--- config.mk ---
export PLATFORM = sky130hd
export DESIGN_NAME = serial_rx
export DESIGN_NICKNAME = d
export VERILOG_FILES = /design/src/rtl/serial_pkg.sv /design/src/rtl/serial_bit_sampler.sv /design/src/rtl/serial_rx.sv
export SDC_FILE = /design/constraint.sdc
export NUM_CORES = 1
export LEC_CHECK = 0
export CORE_ASPECT_RATIO = 2
export CORE_MARGIN = 3
export CORE_UTILIZATION = 56
export DETAILED_ROUTE_END_ITERATION = 12
export HOLD_SLACK_MARGIN = 0.08
export PLACE_DENSITY_LB_ADDON = 0.08
export RECOVER_POWER = 100
export SETUP_SLACK_MARGIN = 0.5
export SLEW_MARGIN = 15
export SYNTH_ARGS = -nofsm -noshare
export SYNTH_HDL_FRONTEND = slang
export SYNTH_HIERARCHICAL = 1
export SYNTH_SLANG_ARGS = --single-unit
--- constraint.sdc ---
create_clock -name clk -period 3.22 [get_ports clk]
set_input_delay 0.322 -clock clk [delete_from_list [all_inputs] [get_ports clk]]
set_output_delay 0.322 -clock clk [all_outputs]
set_load 0.02 [all_outputs]
--- src/rtl/serial_pkg.sv ---
// rtl/serial_pkg.sv - shared serial constants, receiver FSM states and baud rounding.
// SERIAL_RX_PARITY_EN adds the PARITY state.
package serial_pkg;

    localparam int DEFAULT_CLK_HZ = 25_000_000;
    localparam int DEFAULT_BAUD   = 115_200;

    typedef enum logic [2:0] {
        ST_IDLE,
        ST_START,
        ST_DATA,
`ifdef SERIAL_RX_PARITY_EN
        ST_PARITY,
`endif
        ST_STOP,
        ST_WAIT_IDLE
    } rx_state_t;

    // Rounded to nearest so transmitter and receiver agree on the bit period.
    function automatic int clks_per_bit(input int clk_hz, input int baud);
        return (clk_hz + baud / 2) / baud;
    endfunction

endpackage

--- src/rtl/serial_bit_sampler.sv ---
// rtl/serial_bit_sampler.sv - per-bit clock counter with 3-sample majority vote at bit centre.
module serial_bit_sampler #(
    parameter int CLKS_PER_BIT = 217
) (
    input  logic clk,
    input  logic rst,
    input  logic restart,
    input  logic rx_s,
    output logic decide,
    output logic rx_bit
);

    localparam int CNT_W = $clog2(CLKS_PER_BIT);
    localparam int HALF  = CLKS_PER_BIT / 2;
    localparam logic [CNT_W-1:0] CNT_LAST = CNT_W'(CLKS_PER_BIT - 1);
    localparam logic [CNT_W-1:0] CNT_S0   = CNT_W'(HALF - 1);
    localparam logic [CNT_W-1:0] CNT_S1   = CNT_W'(HALF);
    localparam logic [CNT_W-1:0] CNT_S2   = CNT_W'(HALF + 1);

    logic [CNT_W-1:0] cnt;
    logic [1:0]       votes;

    // The restart edge itself is count 0, so the counter resumes at 1 and
    // cnt equals cycles elapsed since the start edge, modulo the bit period.
    always_ff @(posedge clk or negedge rst) begin
        if (!rst) begin
            cnt   <= '0;
            votes <= '0;
        end else begin
            if (restart) begin
                cnt <= CNT_W'(1);
            end else if (cnt == CNT_LAST) begin
                cnt <= '0;
            end else begin
                cnt <= cnt + CNT_W'(1);
            end
            if (cnt == CNT_S0) begin
                votes[0] <= rx_s;
            end
            if (cnt == CNT_S1) begin
                votes[1] <= rx_s;
            end
        end
    end

    assign decide = (cnt == CNT_S2);
    assign rx_bit = (votes[0] & votes[1]) | (votes[0] & rx_s) | (votes[1] & rx_s);

endmodule

--- src/rtl/serial_rx.sv ---
// rtl/serial_rx.sv - 8N1 asynchronous serial receiver, LSB first, idle-high line.
// SERIAL_RX_PARITY_EN adds an even parity bit and the RxD_parity_err pulse.
module serial_rx
    import serial_pkg::*;
#(
    parameter int CLK_HZ = DEFAULT_CLK_HZ,
    parameter int BAUD   = DEFAULT_BAUD
) (
    input  logic       clk,
    input  logic       rst,
    input  logic       RxD,
    output logic [7:0] RxD_data,
    output logic       RxD_valid,
    output logic       RxD_busy,
    output logic       RxD_frame_err,
    output logic       RxD_parity_err
);

    localparam int CLKS_PER_BIT = clks_per_bit(CLK_HZ, BAUD);

    rx_state_t  state, state_nx;
    logic       rx_m, rx_s;
    logic [7:0] shreg;
    logic [2:0] idx;
    logic       restart, decide, rx_bit;
    logic       shift_en, load_data, valid_nx, ferr_nx;
`ifdef SERIAL_RX_PARITY_EN
    logic       perr_nx;
`endif

    always_ff @(posedge clk or negedge rst) begin
        if (!rst) begin
            rx_m <= 1'b1;
            rx_s <= 1'b1;
        end else begin
            rx_m <= RxD;
            rx_s <= rx_m;
        end
    end

    serial_bit_sampler #(
        .CLKS_PER_BIT(CLKS_PER_BIT)
    ) u_sampler (
        .clk    (clk),
        .rst    (rst),
        .restart(restart),
        .rx_s   (rx_s),
        .decide (decide),
        .rx_bit (rx_bit)
    );

    always_ff @(posedge clk or negedge rst) begin
        if (!rst) begin
            state <= ST_IDLE;
        end else begin
            state <= state_nx;
        end
    end

    always_comb begin
        state_nx  = state;
        restart   = 1'b0;
        shift_en  = 1'b0;
        load_data = 1'b0;
        valid_nx  = 1'b0;
        ferr_nx   = 1'b0;
`ifdef SERIAL_RX_PARITY_EN
        perr_nx   = 1'b0;
`endif
        case (state)
            ST_IDLE: begin
                if (!rx_s) begin
                    state_nx = ST_START;
                    restart  = 1'b1;
                end
            end
            ST_START: begin
                if (decide) begin
                    state_nx = rx_bit ? ST_IDLE : ST_DATA;
                end
            end
            ST_DATA: begin
                if (decide) begin
                    shift_en = 1'b1;
                    if (idx == 3'd7) begin
`ifdef SERIAL_RX_PARITY_EN
                        state_nx = ST_PARITY;
`else
                        state_nx = ST_STOP;
`endif
                    end
                end
            end
`ifdef SERIAL_RX_PARITY_EN
            ST_PARITY: begin
                if (decide) begin
                    perr_nx  = rx_bit ^ (^shreg);
                    state_nx = ST_STOP;
                end
            end
`endif
            ST_STOP: begin
                if (decide) begin
                    if (rx_bit) begin
                        load_data = 1'b1;
                        valid_nx  = 1'b1;
                        state_nx  = ST_IDLE;
                    end else begin
                        ferr_nx  = 1'b1;
                        state_nx = ST_WAIT_IDLE;
                    end
                end
            end
            ST_WAIT_IDLE: begin
                if (rx_s) begin
                    state_nx = ST_IDLE;
                end
            end
            default: state_nx = ST_IDLE;
        endcase
    end

    always_ff @(posedge clk or negedge rst) begin
        if (!rst) begin
            shreg         <= '0;
            idx           <= '0;
            RxD_data      <= '0;
            RxD_valid     <= 1'b0;
            RxD_frame_err <= 1'b0;
        end else begin
            if (restart) begin
                idx <= '0;
            end else if (shift_en) begin
                idx <= idx + 3'd1;
            end
            if (shift_en) begin
                shreg <= {rx_bit, shreg[7:1]};
            end
            if (load_data) begin
                RxD_data <= shreg;
            end
            RxD_valid     <= valid_nx;
            RxD_frame_err <= ferr_nx;
        end
    end

`ifdef SERIAL_RX_PARITY_EN
    always_ff @(posedge clk or negedge rst) begin
        if (!rst) begin
            RxD_parity_err <= 1'b0;
        end else begin
            RxD_parity_err <= perr_nx;
        end
    end
`else
    assign RxD_parity_err = 1'b0;
`endif

    assign RxD_busy = (state != ST_IDLE);

endmodule

# ---- After elaboration in Yosys (flattened, before gate mapping)
# Index checks and enable logic that the tools add are counted.
dict set report totals {
  register_bits 36
  latchBits 0
  ram_bits 0
  rom_bits 0
  n_memories 0
}
dict set report classes {
  add_sub_neg 2
  multipliers 0
  n_div 0
  n_lt_le_gt_ge 0
  n_eq_ne 15
  shifts 0
  mux 23
  bitwise 5
  reduce_logical 4
}
# cell count
set ops {}
lappend ops {{$mux W3} 9}
lappend ops {{$eq A8 B7 Y1 const B} 3}
lappend ops {{$mux W8} 2}
lappend ops {{$pmux W3 S5} 1}
lappend ops {{$ne A2 B2 Y1 const B} 6}
lappend ops {{$mux W1} 10}
lappend ops {{$add A8 B1 Y8 const B} 1}
lappend ops {{$eq A8 B8 Y1 const B} 1}
lappend ops {{$eq A3 B2 Y1 const B} 2}
lappend ops {{$eq A3 B3 Y1 const B} 2}
lappend ops {{$reduce_and A6 Y1} 1}
lappend ops {{$add A3 B1 Y3 const B} 1}
lappend ops {{$and A1 B1 Y1} 3}
lappend ops {{$eq A3 B1 Y1 const B} 1}
lappend ops {{$logic_not A3 Y1} 1}
lappend ops {{$reduce_bool A3 Y1} 1}
lappend ops {{$mux W2} 1}
lappend ops {{$or A1 B1 Y1} 2}
lappend ops {{$reduce_bool A2 Y1} 1}

# ---- Logic depth before layout (Yosys ltp)
# Gate-level depths: netlist of run 1.
dict set report logic_depth {
  word_depth 6
  depth_mapped 8
  mapped_depth_nobuf 7
}

# ---- By module
# Netlist of run 1, hierarchy kept.
# mod n_inst cells_each area_each_um2 seq_area_each_um2
set by_module_without_submodules {}
lappend by_module_without_submodules {serial_rx 1 70 1073.5 653.1}
lappend by_module_without_submodules {serial_bit_sampler 1 59 605.6 250.2}

# ---- Worst setup path after synthesis of run 1
# OpenSTA, ideal clock, no wires.
dict set report synth_path {
  path_kind {reg2reg}
  start {reg state[1]}
  end {reg u_sampler.cnt[6]}
  setup_ps 126
  arrival_time_ps 2147
  path_slack_ps 946
  path_stages_with_launch 6
  path_buffers 1
  synth_period_minus_slack_ps 2274
  path_cell_list {dfrtp_1 buf_2 nor4_1 inv_1 and4_1 a311o_1}
}
dict set report synth_between {
  elab_chain_cells 3
}
# element line
set synth_rtl {}
lappend synth_rtl {{start: declaration} serial_rx.sv:21} ;# rx_state_t state, state_nx;
lappend synth_rtl {{start signal: assignment} serial_rx.sv:56} ;# state <= state_nx;
lappend synth_rtl {{$logic_not A3 Y1} serial_rx.sv:70} ;# case (state)
lappend synth_rtl {{$mux W1} serial_rx.sv:70}
lappend synth_rtl {{via restart} serial_rx.sv:25} ;# logic restart, decide, rx_bit;
lappend synth_rtl {{$mux W8} serial_bit_sampler.sv:30} ;# if (restart) begin
lappend synth_rtl {{end signal: assignment} serial_bit_sampler.sv:35} ;# cnt <= cnt + CNT_W'(1);
lappend synth_rtl {{end: declaration} serial_bit_sampler.sv:20} ;# logic [CNT_W-1:0] cnt;
# The timed path passes the listed nets, and every way through them passes these cells.
# A chain may end at the register's enable or synchronous reset.

# ---- Worst setup path in the final report of run 1
dict set report layout_path {
  start {reg u_sampler.cnt[1]}
  end {reg RxD_data[0]}
}
dict set report layout_between {
  elab_chain_cells 3
}
# element line
set layout_rtl {}
lappend layout_rtl {{$eq A8 B7 Y1} serial_bit_sampler.sv:46} ;# assign decide = (cnt == CNT_S2);
lappend layout_rtl {{via decide} serial_rx.sv:25}
lappend layout_rtl {{$mux W1} serial_rx.sv:103} ;# if (decide) begin
lappend layout_rtl {{$mux W1} serial_rx.sv:70}
lappend layout_rtl {{end signal: assignment} serial_rx.sv:140} ;# RxD_data <= shreg;
lappend layout_rtl {{end: declaration} serial_rx.sv:12} ;# output logic [7:0] RxD_data,
# The timed path passes the listed nets, and every way through them passes these cells.

==> results of run 1 <==
## routing by layer
metal  GRT usage  wire length [um]
met4      0.0742                54
met1       0.194              1030
met5           0                 0
met3      0.0521                89
met2       0.284              1510
## power groups by stage
stage	clock, uW	sequential, uW	combinational (uW)
after floorplan	0	464	2.23
after global placement	0	464	13.1
after detailed placement	0	464	13.5
after CTS	353	456	13.6
after global routing	371	455	14.0
final	341	456	11.6
## stage by stage
stage / cell area, sq um / instances / total power (uW) / setup WS (ns) / hold slack [ns]
6_report: 1860 / 175 / 809 / 0.921 / 0.357
5_1_grt: 1860 / 175 / 840 / 0.613 / 0.361
4_1_cts: 1910 / 175 / 822 / 0.771 / 0.358
3_5_place_dp: 1810 / 167 / 478 / 0.791 / 0.349
3_3_place_gp: 1810 / 167 / 477 / 0.898 / 0.345
2_1_floorplan: 1680 / 129 / 466 / 0.946 / 0.0264
## registers in the layout, indices dropped and copies added (netlist names)
signal,cells
rx_s,1
RxD_frame_err,1
u_sampler/votes,2
rx_m,1
shreg,8
RxD_valid,1
idx,3
state,3
RxD_data,8
u_sampler/cnt,8
## cell type report
class                           instances  area [sq um]  area share
Clock buffer                            8           100      0.0538
Inverter                                7          26.3      0.0141
Multi-Input combinational cell         80           658       0.353
Sequential cell                        36           903       0.485
Tap cell                               29          36.3      0.0195
Timing Repair Buffer                   15           138      0.0739
## worst max path at each step
| stage | startpoint | endpoint | slack, ns | depth (start not counted) |
|---|---|---|---|---|
| global placement | u_sampler/cnt[1]$_DFF_PN0_ | RxD_data[1]$_DFFE_PN0P_ | 0.90 | 7 |
| detailed placement | u_sampler/cnt[1]$_DFF_PN0_ | RxD_data[4]$_DFFE_PN0P_ | 0.79 | 7 |
| finish | u_sampler/cnt[1]$_DFF_PN0_ | RxD_data[0]$_DFFE_PN0P_ | 0.92 | 7 |
| global route | rst | RxD_data[7]$_DFFE_PN0P_ | 0.61 | 2 |
| CTS | u_sampler/cnt[1]$_DFF_PN0_ | RxD_data[7]$_DFFE_PN0P_ | 0.77 | 7 |
| floorplan | state[1]$_DFFE_PN0P_ | u_sampler/cnt[6]$_DFF_PN0_ | 0.95 | 5 |
## worst reg2reg max path, stage by stage (launching register included)
cell and delay [ns]:
dfrtp_1 0.41, inv_1 0.09, ha_1 0.16, inv_1 0.04, nor3_1 0.39, nand2_2 0.13
nand4bb_1 0.50, mux2_1 0.47
## cell families (layout without fill, tap and decap cells)
group / Yosys count / count (layout) / share of synthesized area
compound gates: 11 / 11 / 0.0537
xor+xnor: 4 / 4 / 0.0209
fa+ha+maj: 6 / 6 / 0.0432
buf+inv: 13 / 30 / 0.0477
flops: 36 / 36 / 0.538
mux: 21 / 21 / 0.156
other cells: 1 / 1 / 0.00223
simple gates: 37 / 37 / 0.138
## cells in the final DEF, fill, tap and decap left out, drive strengths merged, types with 2 or more instances in the layout
cell	n
dlygate4sd3	13
dfrtp	34
inv	7
clkbuf	10
mux2i	3
nand3	4
a21o	2
or3	3
and2	3
nor2b	2
nand4bb	3
xnor2	3
nand2	5
dfstp	2
ha	5
mux2	18
nor4b	2
nor3	4
nor2	6
==> results.sh, run 1 <==
export IMPL_synth_ff_type="dfrtp_1"
export IMPL_synthArstFlopShare=1.00
export IMPL_io_pins=15
export IMPL_cts_tree="yes"
export IMPL_p_sw_uw=157
export IMPL_status="complete, but fails checks"
export IMPL_drive_gt1_frac=0.151
export IMPL_grt_pass1_wl_um=4730
export IMPL_io_buffers=13
export IMPL_synth_cells=129
export IMPL_worstHoldStart="rx_m$_DFF_PN1_"
export IMPL_first_pass_iters=4
export IMPL_path_common_cell="inv_1"
export IMPL_clock_fmax_ghz=0.435
export IMPL_diodes=0
export IMPL_holdPathStages=0
export IMPL_critPathKind="reg2reg"
export IMPL_arrival_ns=2.46
export IMPL_clkSlewWorstSetupHoldPaths_ns=0.07
export IMPL_routed_wl_um=2670
export IMPL_dp_hpwl_um=1990
export IMPL_cts_htree_levels=2
export IMPL_die_h_um=83.4
export IMPL_max_stage_delay_ns=0.50
export IMPL_fin_crit_ns=2.30
export IMPL_start_util=0.599
export IMPL_cp_required_ns=3.38
export IMPL_p_leak_uw=0.000913
export IMPL_grt_max_degree=37
export IMPL_vdd_drop_max_mv=0.352
export IMPL_synth_area_leaders="dfrtp_1 51%, mux2_4 7.2%, mux2_2 6.7%"
export IMPL_reg2reg_from="u_sampler/cnt[1]$_DFF_PN0_"
export IMPL_power_density_nw_per_um2=434
export IMPL_routedWlPerCell_um=15.3
export IMPL_grt_usage=0.172
export IMPL_fp_dieW_um=44.7
export IMPL_synth_top_cell_by_area="dfrtp_1"
export IMPL_synth_seq_area_share=0.538
export IMPL_post_cts_resized=0
export IMPL_grt_setup_unrepaired="false"
export IMPL_std_cell_rows=27
export IMPL_synth_cell_types=40
export IMPL_clkPwrFrac=0.422
export IMPL_synthMostInstantiatedCell="dfrtp_1"
export IMPL_antenna_found_initial=0
export IMPL_max_slew_margin=-0.233
export IMPL_final_nets=153
export IMPL_ys_warn_count=6
export IMPL_violations="capacitance limit, slew limit"
export IMPL_cp_slowest_cell="nand4bb_1"
export IMPL_ys_top_cells_by_count="34 x dfrtp_1, 10 x mux2_2, 8 x mux2_4"
export IMPL_hold_viol_final=0
export IMPL_synth_cell_area_sq_um=1680
export IMPL_crit_chain="inv_1 > ha_1 > inv_1 > nor3_1 > nand2_2 > nand4bb_1 > mux2_1"
export IMPL_finalCritPeriodShare=0.714
export IMPL_cpLargestDelayFamily="simple AND/OR/NAND/NOR gates"
export IMPL_p_comb_frac=0.014
export IMPL_place_gp_congestion=0.789
export IMPL_drc=0
export IMPL_pwr_share_seq=0.564
export IMPL_whs_endpoint="rx_s$_DFF_PN1_"
export IMPL_rrSetupSlack_ns=0.92
export IMPL_avgSynthCellArea_sq_um=13.0
export IMPL_grt_pass1_vias=1040
export IMPL_start_kind="flop"
export IMPL_holdCritPathClass="reg2reg"
export IMPL_drtIter0Drc=8
export IMPL_switching_share=0.194
export IMPL_drtAntennaViolNets=0
export IMPL_finish_utilization=0.664
export IMPL_viasPerCell=5.90
export IMPL_clk_latency_ns=0.28
export IMPL_max_cap_viol_count=1
export IMPL_synth_seq_cells=36
export IMPL_synth_net_count=137
export IMPL_path_max_fanout=9
export IMPL_vias=1032
export IMPL_cts_sinks=36
export IMPL_finalClockSkew_ns=0.00391
export IMPL_post_cts_buffers=0
export IMPL_numCtsBuffers=5
export IMPL_path_buf_inv=2
export IMPL_end_kind="flop"
export IMPL_cts_buffer_depth=2
export IMPL_num_fill_cells=216
export IMPL_overflow=0
export IMPL_synth_edf_count=0
export IMPL_drv_slew=37
export IMPL_ctsRootBufferMaster="clkbuf_8"
export IMPL_totalNegativeSetupSlack_ns=0
export IMPL_reg2regPathDepth=7
export IMPL_worst_pin_slew_ns=1.85
export IMPL_timing_rr_end="RxD_data[0]$_DFFE_PN0P_"
export IMPL_core_sq_um=2800
export IMPL_syn2layout_area_growth_pct=10.9
export IMPL_synth_top_cell_area_share=0.507
export IMPL_cts_hold_buf=0
export IMPL_internal_power_uw=652
export IMPL_dieArea_sq_um=3730
export IMPL_finalSetupViolCount=0
Power figures use the tool's default switching activity.
==> run 2: changes to the inputs <==
- CORE_UTILIZATION: 56 -> 50
- clock period: 3.22 -> 1.95 ns (I/O delays scaled with it)
==> run 2 against run 1 <==
Net effect: the run now ends clean; register-to-register slack got worse by 0.74 ns; sequential power rose by 65%; combinational power rose by 130%; non-clock buffer count rose by 32; worst hold slack improved by 0.0078 ns; flip-flop and latch count did not move; die area rose by 11%.
==> results.sh, run 2 (same netlist as run 1, synthesis figures left out) <==
export IMPL_vdd_drop_max_mv=0.577
export IMPL_final_common_cell="dfrtp_1"
export IMPL_whs_endpoint="rx_s$_DFF_PN1_"
export IMPL_status="finished clean"
export IMPL_path_max_fanout=5
export IMPL_p_comb_frac=0.021
export IMPL_final_cell_mix="32 x dfrtp_1, 21 x buf_4, 14 x clkbuf_1"
export IMPL_fp_dieW_um=47.0
export IMPL_holdCritPathClass="reg2reg"
export IMPL_grt_setup_unrepaired="true"
export IMPL_p_leak_uw=0.00106
export IMPL_die_h_um=88.0
export IMPL_reg2reg_from="u_sampler/cnt[1]$_DFF_PN0_"
export IMPL_dp_hpwl_um=2060
export IMPL_drtAntennaViolNets=0
export IMPL_finish_utilization=0.696
export IMPL_ctsRootBufferMaster="clkbuf_8"
export IMPL_core_sq_um=3190
export IMPL_routedWlPerCell_um=16.5
export IMPL_end_kind="flop"
export IMPL_start_kind="flop"
export IMPL_grt_usage=0.184
export IMPL_syn2layout_area_growth_pct=32.3
export IMPL_finalCritPeriodShare=0.909
export IMPL_top_regs="RxD_data: 8 flops, shreg: 8 flops, u_sampler/cnt: 8 flops"
export IMPL_multi_input_area_sq_um=812
export IMPL_p_total_uw=1320
export IMPL_reg2regPathDepth=8
export IMPL_fin_area_sq_um=2220
export IMPL_finalSetupViolCount=0
export IMPL_worstHoldStart="rx_m$_DFF_PN1_"
export IMPL_holdWs_ns=0.365
export IMPL_routed_wl_um=3450
export IMPL_arrival_ns=1.94
export IMPL_internal_power_uw=1050
export IMPL_pwr_share_seq=0.572
export IMPL_num_fill_cells=246
export IMPL_final_nets=185
export IMPL_max_stage_delay_ns=0.39
export IMPL_finalClockSkew_ns=0.00295
export IMPL_switching_share=0.205
export IMPL_grt_max_degree=37
export IMPL_clk_latency_ns=0.28
export IMPL_worst_pin_slew_ns=0.912
export IMPL_dieArea_sq_um=4130
export IMPL_clkSlewWorstSetupHoldPaths_ns=0.07
export IMPL_max_slew_margin=0.392
export IMPL_cts_tree="yes"
export IMPL_clkPwrFrac=0.408
export IMPL_hold_viol_final=0
export IMPL_numCtsBuffers=5
export IMPL_io_pins=15
export IMPL_drv_slew=0
export IMPL_cts_htree_levels=2
export IMPL_path_buf_inv=3
export IMPL_critPathKind="reg2reg"
export IMPL_cts_sinks=36
export IMPL_p_sw_uw=269
export IMPL_vias=1145
export IMPL_std_cell_rows=29
export IMPL_totalNegativeSetupSlack_ns=0
export IMPL_grt_pass1_wl_um=5400
export IMPL_holdPathStages=0
export IMPL_viasPerCell=5.48
export IMPL_crit_chain="inv_2 > ha_4 > inv_2 > nor3_4 > nand2_2 > nand4bb_4 > clkbuf_2 > mux2_4"
export IMPL_cp_required_ns=2.12
export IMPL_drtIter0Drc=22
export IMPL_cp_slowest_cell="dfrtp_1"
export IMPL_timing_rr_end="RxD_data[5]$_DFFE_PN0P_"
export IMPL_power_density_nw_per_um2=593
export IMPL_drive_gt1_frac=0.382
export IMPL_clock_fmax_ghz=0.564
export IMPL_drc=0
export IMPL_overflow=0
export IMPL_rrSetupSlack_ns=0.18
export IMPL_grt_pass1_vias=1155
export IMPL_layout_area_seq_sq_um=906
export IMPL_cts_buffer_depth=2
export IMPL_first_pass_iters=4
export IMPL_start_util=0.526
export IMPL_antenna_found_initial=0
export IMPL_fin_crit_ns=1.77
export IMPL_cpLargestDelayFamily="simple AND/OR/NAND/NOR gates"
export IMPL_place_area_sq_um=1960
export IMPL_place_gp_congestion=0.737
export IMPL_io_buffers=13
export IMPL_path_common_cell="inv_2"
export IMPL_diodes=0
export IMPL_max_cap_viol_count=0
-- run 2: cell count changes in the layout (fill, tap and decap cells not counted), moves of 9 or more --
cell           before  now
dlygate4sd3_1      13    4
mux2_2             10    0
buf_4               0   21
mux2_4              0   12
clkbuf_1            3   14
-- run 2: worst max path at each step --
stage                          startpoint                       to  slack (ns)  cells after the start
2_1_floorplan  u_sampler/cnt[1]$_DFF_PN0_     shreg[0]$_DFFE_PN0P_        0.24                      7
3_3_place_gp   u_sampler/cnt[1]$_DFF_PN0_     shreg[3]$_DFFE_PN0P_        0.16                      7
3_5_place_dp   u_sampler/cnt[1]$_DFF_PN0_     shreg[3]$_DFFE_PN0P_        0.10                      7
4_1_cts              state[2]$_DFFE_PN0P_                 RxD_busy        0.21                      2
5_1_grt        u_sampler/cnt[1]$_DFF_PN0_  RxD_data[2]$_DFFE_PN0P_        0.09                      8
6_report       u_sampler/cnt[1]$_DFF_PN0_  RxD_data[5]$_DFFE_PN0P_        0.18                      8
-- run 2: worst register-to-register path, stage by stage (launching register included) --
cell and delay, ns:
dfrtp_1 0.39, inv_2 0.08, ha_4 0.13, inv_2 0.04, nor3_4 0.20, nand2_2 0.09
nand4bb_4 0.20, clkbuf_2 0.21, mux2_4 0.33
-- run 2: timing repair --
| item | CTS | global route |
|---|---|---|
| setup endpoints to repair | 33 | 38 |
| hold endpoints to repair | 0 | 0 |
| resized for setup | 20 | 27 |
| pin swaps | 9 | 14 |
| buffers inserted | 16 | 6 |
| hold buffers | 0 | 0 |
| cloned | 1 | 0 |
-- run 2: layout make-up --
cell class                      count  share of cell area
Sequential cell                    36               0.408
Multi-Input combinational cell     80               0.366
Timing Repair Buffer               47               0.155
Clock buffer                        8              0.0406
Tap cell                           31              0.0175
Inverter                            7              0.0130
-- run 2: per-stage QoR --
step / cells / worst slack (ns)
2_1_floorplan: 129 / 0.244
3_3_place_gp: 178 / 0.156
3_5_place_dp: 178 / 0.102
4_1_cts: 203 / 0.210
5_1_grt: 209 / 0.0900
6_report: 209 / 0.177
-- run 2: power groups by stage --
stage,Sequential [uW],Combinational [uW],Clock [uW]
CTS,752,29.6,555
global route,752,30.1,590
floorplan,767,3.66,0
detailed placement,767,22.9,0
finish,752,27.2,537
global placement,767,21.5,0
-- run 2: metal layers --
| metal | track usage | part of all wire | vias to the layer above |
|---|---|---|---|
| met5 | 0 | 0 | - |
| met2 | 0.300 | 0.55 | 21 |
| li1 | - | - | 551 |
| met3 | 0.0391 | 0.034 | 8 |
| met1 | 0.216 | 0.39 | 565 |
| met4 | 0.0982 | 0.031 | 0 |
==> run 3: changes to the inputs <==
- CORE_UTILIZATION: 50 -> 33
==> run 3 against run 2 <==
Net effect: first-iteration DRC count grew 27%; flip-flop and latch count stayed put; final cell count up 14%; critical path depth down 1; global-route usage is 5.7 points lower; sequential share of layout area decreased by 1.4 points; combinational power fell by 18%; die area is 46% higher; core utilization decreased by 23 points; clock skew rose by 0.0038 ns; non-clock buffer count grew 3; largest power group unchanged.
==> results.sh, run 3 (same netlist as run 1, synthesis figures left out) <==
export IMPL_status="finished clean"
export IMPL_first_pass_iters=4
export IMPL_whs_endpoint="rx_s$_DFF_PN1_"
export IMPL_holdPathStages=0
export IMPL_power_density_nw_per_um2=614
export IMPL_reg2regPathDepth=7
export IMPL_critPathLaunch="u_sampler/cnt[1]$_DFF_PN0_"
export IMPL_totalNegativeSetupSlack_ns=0
export IMPL_post_place_ws_ns=0.0494
export IMPL_grt_usage=0.128
export IMPL_cts_sinks=36
export IMPL_critPathKind="reg2reg"
export IMPL_dieArea_sq_um=6030
export IMPL_top_regs="RxD_data: 8 flops, shreg: 8 flops, u_sampler/cnt: 8 flops"
export IMPL_numCtsBuffers=5
export IMPL_final_nets=188
export IMPL_io_buffers=13
export IMPL_fin_ws_ns=0.144
export IMPL_p_leak_uw=0.00108
export IMPL_overflow=0
export IMPL_dp_hpwl_um=2290
export IMPL_place_gp_congestion=0.726
export IMPL_path_max_fanout=4
export IMPL_cts_tree="yes"
export IMPL_clock_fmax_ghz=0.554
export IMPL_routedWlPerCell_um=15.2
export IMPL_vdd_drop_max_mv=0.628
export IMPL_arrival_ns=1.98
export IMPL_drc=0
export IMPL_viasPerCell=4.90
export IMPL_end_kind="flop"
export IMPL_cts_htree_levels=2
export IMPL_finalSetupViolCount=0
export IMPL_vias=1166
export IMPL_grt_setup_unrepaired="true"
export IMPL_ctsRootBufferMaster="clkbuf_8"
export IMPL_timing_rr_end="shreg[7]$_DFFE_PN0P_"
export IMPL_syn2layout_area_growth_pct=37.1
export IMPL_io_pins=15
export IMPL_holdWs_ns=0.356
export IMPL_final_cell_mix="31 x dfrtp_1, 21 x buf_4, 12 x clkbuf_1"
export IMPL_cp_required_ns=2.12
export IMPL_holdCritPathClass="reg2reg"
export IMPL_routed_wl_um=3610
export IMPL_drtIter0Drc=28
export IMPL_final_common_cell="dfrtp_1"
export IMPL_rrSetupSlack_ns=0.14
export IMPL_grt_max_degree=37
export IMPL_drive_gt1_frac=0.387
export IMPL_clkSlewWorstSetupHoldPaths_ns=0.07
export IMPL_antenna_found_initial=0
export IMPL_p_total_uw=1410
export IMPL_core_sq_um=4910
export IMPL_worstHoldStart="rx_m$_DFF_PN1_"
export IMPL_reg2reg_from="u_sampler/cnt[1]$_DFF_PN0_"
export IMPL_max_slew_margin=0.400
export IMPL_num_fill_cells=452
export IMPL_die_h_um=107
export IMPL_grt_pass1_vias=1214
export IMPL_max_cap_viol_count=0
export IMPL_start_kind="flop"
export IMPL_std_cell_rows=36
export IMPL_fin_crit_ns=1.81
export IMPL_finalClockSkew_ns=0.00673
export IMPL_fp_dieW_um=56.4
export IMPL_drv_slew=0
export IMPL_cts_buffer_depth=2
export IMPL_hold_viol_final=0
export IMPL_grt_pass1_wl_um=5860
export IMPL_diodes=0
export IMPL_drtAntennaViolNets=0
export IMPL_start_util=0.342
export IMPL_clk_latency_ns=0.28
export IMPL_worst_pin_slew_ns=0.899
export IMPL_finalCritPeriodShare=0.926
-- run 3: final cells by class --
type	instances	area (sq um)	area share
tap	57	71.3	0.0310
inverter	7	28.8	0.0125
clock inverter	2	35.0	0.0152
timing repair buffer	50	390	0.170
multi-input combinational	80	797	0.346
sequential	36	907	0.394
clock buffer	6	72.6	0.0315
-- run 3: per-layer routing --
| layer | share of wire | wire (um) | vias to the layer above | track usage |
|---|---|---|---|---|
| met2 | 0.58 | 2090 | 20 | 0.241 |
| met5 | 0 | 0 | - | 0 |
| li1 | - | - | 558 | - |
| met4 | 0.022 | 81 | 0 | 0.0713 |
| met3 | 0.031 | 113 | 6 | 0.0253 |
| met1 | 0.37 | 1330 | 582 | 0.123 |
-- run 3: stage by stage --
step | utilization | instances | instance area (sq um)
after floorplan | - | 129 | 1750
after global placement | 0.402 | 204 | 1980
after detailed placement | 0.402 | 204 | 1980
after CTS | 0.469 | 226 | 2300
after global routing | 0.469 | 238 | 2300
final | 0.469 | 238 | 2300
-- run 3: how the worst max path moves through the flow --
stage	endpoint	depth (start not counted)
final	shreg[7]$_DFFE_PN0P_	7
after global routing	shreg[7]$_DFFE_PN0P_	7
after CTS	RxD_data[4]$_DFFE_PN0P_	6
after detailed placement	shreg[5]$_DFFE_PN0P_	6
after global placement	shreg[5]$_DFFE_PN0P_	6
after floorplan	shreg[0]$_DFFE_PN0P_	7
-- run 3: where the power goes --
part	internal (uW)	switching (uW)
clock	379	260
sequential	750	1.41
combinational	4.80	17.5
total	1130	279
-- run 3: timing repair --
item,CTS,global route
gates resized for setup,28,23
gates cloned,1,0
hold endpoints to repair,34,0
pin swaps,13,13
hold buffers,1,0
buffers inserted,12,12
setup endpoints to repair,33,38
-- run 3: worst max-delay path, stage by stage, from the launching register on --
cell and delay, ns:
dfrtp_1 0.40, inv_2 0.09, ha_4 0.12, inv_2 0.04
nor3_4 0.20, and4bb_1 0.34, clkbuf_1 0.20, mux2_4 0.31
==> RTL change 1 (flow settings as in run 1) <==
Add an input register stage for `RxD`; this delays it by one clock.
--- a/src/rtl/serial_rx.sv
+++ b/src/rtl/serial_rx.sv
@@ -19,4 +19,10 @@
     localparam int CLKS_PER_BIT = clks_per_bit(CLK_HZ, BAUD);
 
+    logic RxD_q;
+
+    always_ff @(posedge clk) begin
+        RxD_q <= RxD;
+    end
+
     rx_state_t  state, state_nx;
     logic       rx_m, rx_s;
@@ -34,5 +40,5 @@
             rx_s <= 1'b1;
         end else begin
-            rx_m <= RxD;
+            rx_m <= RxD_q;
             rx_s <= rx_m;
         end
Behaviour: not the same (a bounded check fails within 4 cycles, from zero or initial values and one cycle with rst low).
==> RTL change 1 against run 1 <==
  * The run still ends with capacitance limit, slew limit left
  * Wire length decreased by 2.1%
  * Critical path type is now flip-flop to output port
  * Sequential share of layout area grew 1.8 points
  * Critical endpoint is now RxD_busy
  * Final area fell by 1.5%
  * Power is 1.3% lower
  * Largest power group unchanged
  * Die area shrank 2.9%
  * Sequential cell count is 1 higher
  * First-iteration DRC count is 110% higher
  * Via count shrank 2.3%
  * Setup slack improved by 0.096 ns
  * Critical path depth shrank 5
  * Synthesized area down 3.3%
  * Clock power decreased by 7.0%
==> RTL change 1: results (changes against run 1) <==
Synthesis
  – Post-synthesis sequential area ratio: 56.9% (+3.1 points)
  – Synth Register Bits: 37 (+2.8%)
  – Syn Nets: 132 (-3.6%)
  – Avg Inst Size Synth: 13.1 sq um (+0.62%)
  – Top FF cell, synth: dfrtp_1
  – Most frequent cells after synthesis: 34 x dfrtp_1, 17 x mux2_2, 8 x nor2_1, 5 x ha_1, 5 x inv_1
  – Async S/R FF share, synth: 97.3% (-2.7 points)
  – Ranking of synthesized cells by area: dfrtp_1 52%, mux2_2 12%, ha_1 3.9%, dfstp_2 3.2%, mux2i_1 1.8%
  – Netlist cell types: 42 (+5.0%)

Placed design
  – Final HPWL DP: 1960 um (-1.2%)
  – Dpl ws: 1.34 ns (+0.552 ns)
  – Placed cell count: 164 (-1.8%)
  – Global placer's final weighted congestion: 0.783 (-0.79%)

Route
  – M1 wire length: 887 um (-13%)
  – Met3 WL post-DR: 121 um (+36%)
  – Post-Route WL: 2620 um (-2.1%)
  – Vias per inst: 5.86 (-0.62%)
  – Iter 0 DRT Violations: 17 (+9)
  – Max Used Layer: met4
  – Met2 wire length: 1530 um (+1.5%)

Setup path
  – Worst path slowest cell: dlygate4sd3_1
  – Slowest stage delay, CP: 0.66 ns (+0.16 ns)
  – Worst reg2reg setup slack: 1.13 ns (+0.21 ns)
  – WP data arrival: 1.88 ns (-0.58 ns)

STA
  – Max-slew violations: 37 (unchanged)
  – Period Utilization, post-route: 68.4% (-3.0 points)
  – Worst clock skew: 0.00348 ns (-0.000438 ns)
  – Slew headroom: -24.6% (-1.3 points)

Cells and area
  – Non-filler cells in the finished layout: 172 (-1.7%)
  – Final #Nets: 150 (-2.0%)
  – Layout cells sized above 1: 20.3% (+5.2 points)

Power and ir drop
  – Peak supply drop: 0.000338 V (-4.0%)
  – LEAKAGE: 0.933 nW (+2.2%)

Clocking
  – Post-CTS setup buffer count: 0 (unchanged)

Outcome
  – Failing checks: capacitance limit, slew limit
  – Outcome: finished, violations left

GRT
  – First-pass GRT wire length: 4500 um (-5.0%)
  – Vias in the first global route: 1039 (-0.096%)
  – Largest net degree at the start of global routing: 37 (unchanged)
  – GRT Overall Usage: 17.3% (+0.043 points)

Run
  – Max cap viols: 1 (unchanged)
RTL change 1: area by class of cell:
cell class	count	area [sq um]
clock buffer	8	90.1
fill	220	936
inverter	5	18.8
multi-input combinational	78	628
sequential	37	923
tap	29	36.3
timing repair buffer	15	138
RTL change 1: worst max-delay path, delay by kind of cell (launching register included):
kind          cells  cell delay, ns
simple gates      1            0.49
flops             1            0.45
buf+inv           1            0.66
RTL change 1: through the flow:
step / util, % / total power, mW / hold slack (ns) / cell area [sq um]
detailed placement: 63.8 / 0.491 / 0.288 / 1770
global placement: 63.8 / 0.491 / 0.285 / 1770
floorplan: - / 0.480 / 0.0264 / 1620
global route: 66.2 / 0.831 / 0.305 / 1830
finish: 66.2 / 0.798 / 0.295 / 1830
CTS: 67.1 / 0.813 / 0.297 / 1860
RTL change 1: worst paths after layout:
check,startpoint,end,depth (start not counted)
worst max-delay path,state[1]$_DFFE_PN0P_,RxD_busy,2
worst min-delay path,RxD_q$_DFF_P_,rx_m$_DFF_PN1_,0
worst max register to register,u_sampler/cnt[4]$_DFF_PN0_,shreg[6]$_DFFE_PN0P_,4
worst min register to register,RxD_q$_DFF_P_,rx_m$_DFF_PN1_,0
max in group asynchronous,rst,RxD_data[2]$_DFFE_PN0P_,2
min in group asynchronous,rst,shreg[7]$_DFFE_PN0P_,2
RTL change 1: metal layers:
| metal | track usage, % | vias up |
|---|---|---|
| li1 | - | 470 |
| met1 | 16.1 | 495 |
| met2 | 31.9 | 35 |
| met3 | 4.77 | 8 |
| met4 | 9.97 | 0 |
| met5 | 0 | - |
RTL change 1: cells by family after synthesis:
family          share of synthesized area [%]
simple gates                             13.9
buf+inv                                  3.47
fa+ha+maj                                4.47
mux                                      14.6
other cells                             0.231
flops                                    56.9
compound gates                           4.93
xor+xnor                                 1.62
RTL change 1: where the power goes:
part | internal [mW] | switching (mW) | leakage, nW
registers | 0.468 | 0.00144 | 0.485
logic | 0.00199 | 0.00975 | 0.403
clock network | 0.174 | 0.143 | 0.0455
==> RTL change 2 (flow settings as in run 1) <==
Made on the original files. Set the package constant `DEFAULT_BAUD` to 230_400 (it was 115_200).
--- a/src/rtl/serial_pkg.sv
+++ b/src/rtl/serial_pkg.sv
@@ -4,5 +4,5 @@
 
     localparam int DEFAULT_CLK_HZ = 25_000_000;
-    localparam int DEFAULT_BAUD   = 115_200;
+    localparam int DEFAULT_BAUD   = 230_400;
 
     typedef enum logic [2:0] {
Formal check against the unedited RTL: same outputs for any inputs over 10 cycles, from zero or initial values and one cycle with rst low; that may be too few to reach the edited logic, so the function may still have changed.
==> RTL change 2 against run 1 <==
  * The flow still finishes with violations (capacitance limit, slew limit)
  * Sequential cell count down 1
  * Maximum frequency up 2.8%
  * Wire length fell by 14%
  * Critical endpoint is now RxD_data[6]$_DFFE_PN0P_
  * Power is 7.4% lower
  * Setup slack improved by 0.063 ns
  * Synthesized area shrank 7.1%
  * Final area fell by 6.1%
==> RTL change 2: results (changes against run 1) <==
Power and ir drop
  – Sequential group power: 0.443 mW (-3%)
  – Clk. pwr: 0.295 mW (-13%)
  – Peak supply drop: 0.000409 V (+16%)
  – Internal: 0.592 mW (-9.2%)
  – LEAKAGE: 0.895 nW (-2.0%)

Setup path
  – Worst path slowest cell: nand4bb_1
  – Slowest stage delay, CP: 0.48 ns (-0.02 ns)
  – Cell type group with the largest total delay on the critical path: simple AND/OR/NAND/NOR gates
  – Max Fanout on Critical Path: 9 (unchanged)

Cells and area
  – N_diodes: 0 (unchanged)
  – Biggest regs: RxD_data x8, shreg x8, u_sampler/cnt x7
  – Layout cells sized above 1: 14.7% (-0.36 points)
  – Final #Nets: 145 (-5.2%)

Placed design
  – Port-buffer cells: 13 (unchanged)
  – Final HPWL DP: 1730 um (-13%)
  – DP Area: 1700 sq um (-6.0%)
  – Global placer's final weighted congestion: 0.753 (-4.6%)
  – Dpl ws: 0.842 ns (+0.0503 ns)

Route
  – Iter 0 DRT Violations: 6 (-2)
  – Routed WL per cell: 14.0 um (-8.7%)
  – DR pass1 iterations: 3 (-1)
  – Vias per inst: 5.57 (-5.6%)

GRT
  – Largest net degree at the start of global routing: 36 (-2.7%)
  – GRT Overall Usage: 17.2% (+0.020 points)
  – First-pass GRT wire length: 4360 um (-7.9%)
  – Antenna violations before repair: 0 (unchanged)
  – Vias in the first global route: 979 (-5.9%)

STA
  – Max-slew violations: 36 (-2.7%)
  – Setup TNS: 0 ns (unchanged)
  – Worst clock skew: 0.00906 ns (+0.00515 ns)
  – Tightest Pin Transition: 1.75 ns (-0.104 ns)

Clocking
  – CTS buffer count: 5 (unchanged)
  – Clock Path Buffers: 2 (unchanged)
  – Max H-tree Level: 2 (unchanged)
  – Worst-path clk slew: 0.07 ns (about the same)
  – Post-CTS setup buffer count: 0 (unchanged)
  – Post-CTS resize count: 0 (unchanged)
  – Clk_lat worst skew: 0.28 ns (about the same)
  – Root Buffer: clkbuf_8

Outcome
  – Failing checks: capacitance limit, slew limit
  – Outcome: finished, violations left

Synthesis
  – Syn Nets: 128 (-6.6%)
  – Most frequent cells after synthesis: 33 x dfrtp_1, 14 x nor2_1, 8 x mux2_2, 8 x mux2_4, 7 x ha_1
  – Ranking of synthesized cells by area: dfrtp_1 53%, mux2_4 7.7%, mux2_2 5.8%, ha_1 5.6%, dfstp_2 3.4%
  – Ys Warns: 6 (unchanged)
  – Post-synthesis sequential area ratio: 56.3% (+2.5 points)
  – Netlist cell types: 34 (-15%)
  – Async S/R FF share, synth: 100% (unchanged)

Run
  – Max cap viols: 1 (unchanged)

Min path
  – HP Class: flip-flop to flip-flop
## RTL change 2: area by class of cell
cell class / instances / area (sq um)
Sequential cell: 35 / 878
Clock inverter: 3 / 15.0
Multi-Input combinational cell: 75 / 602
Clock buffer: 5 / 68.8
Inverter: 4 / 15.0
Fill cell: 217 / 855
Timing Repair Buffer: 14 / 134
Tap cell: 28 / 35.0
## RTL change 2: path summary, 6_finish.rpt
check                                            from                 endpoint  slack, ns  cells after the start
hold / removal                         rx_m$_DFF_PN1_           rx_s$_DFF_PN1_       0.36                      0
hold reg to reg                        rx_m$_DFF_PN1_           rx_s$_DFF_PN1_       0.36                      0
min in group asynchronous                         rst      RxD_valid$_DFF_PN0_       1.04                      2
setup / recovery           u_sampler/cnt[3]$_DFF_PN0_  RxD_data[6]$_DFFE_PN0P_       0.98                      5
max in group asynchronous                         rst     shreg[6]$_DFFE_PN0P_       1.18                      2
setup reg to reg           u_sampler/cnt[3]$_DFF_PN0_  RxD_data[6]$_DFFE_PN0P_       0.98                      5
## RTL change 2: per-layer routing
layer	part of all wire [%]	wire [um]	GRT usage (%)
met1	35	803	17.5
met2	59	1350	30.7
met3	3.7	84	6.05
met4	2.1	48	7.25
met5	0	0	0
## RTL change 2: cells by family (layout without fill, tap and decap cells)
group	after synthesis	after routing	share of synthesized area, %
simple gates	32	32	11.1
flops	35	35	56.3
mux	21	21	16.8
xor+xnor	4	4	2.25
compound gates	9	9	3.77
fa+ha+maj	8	8	6.25
buf+inv	8	26	3.21
other cells	1	1	0.240
## RTL change 2: metrics by stage
step                      total power [mW]  utilization (%)  instances
after floorplan                      0.453                -        118
after global placement               0.464             65.2        156
after detailed placement             0.464             65.2        156
after CTS                            0.764             68.5        164
after global routing                 0.789             67.2        164
final                                0.749             67.2        164
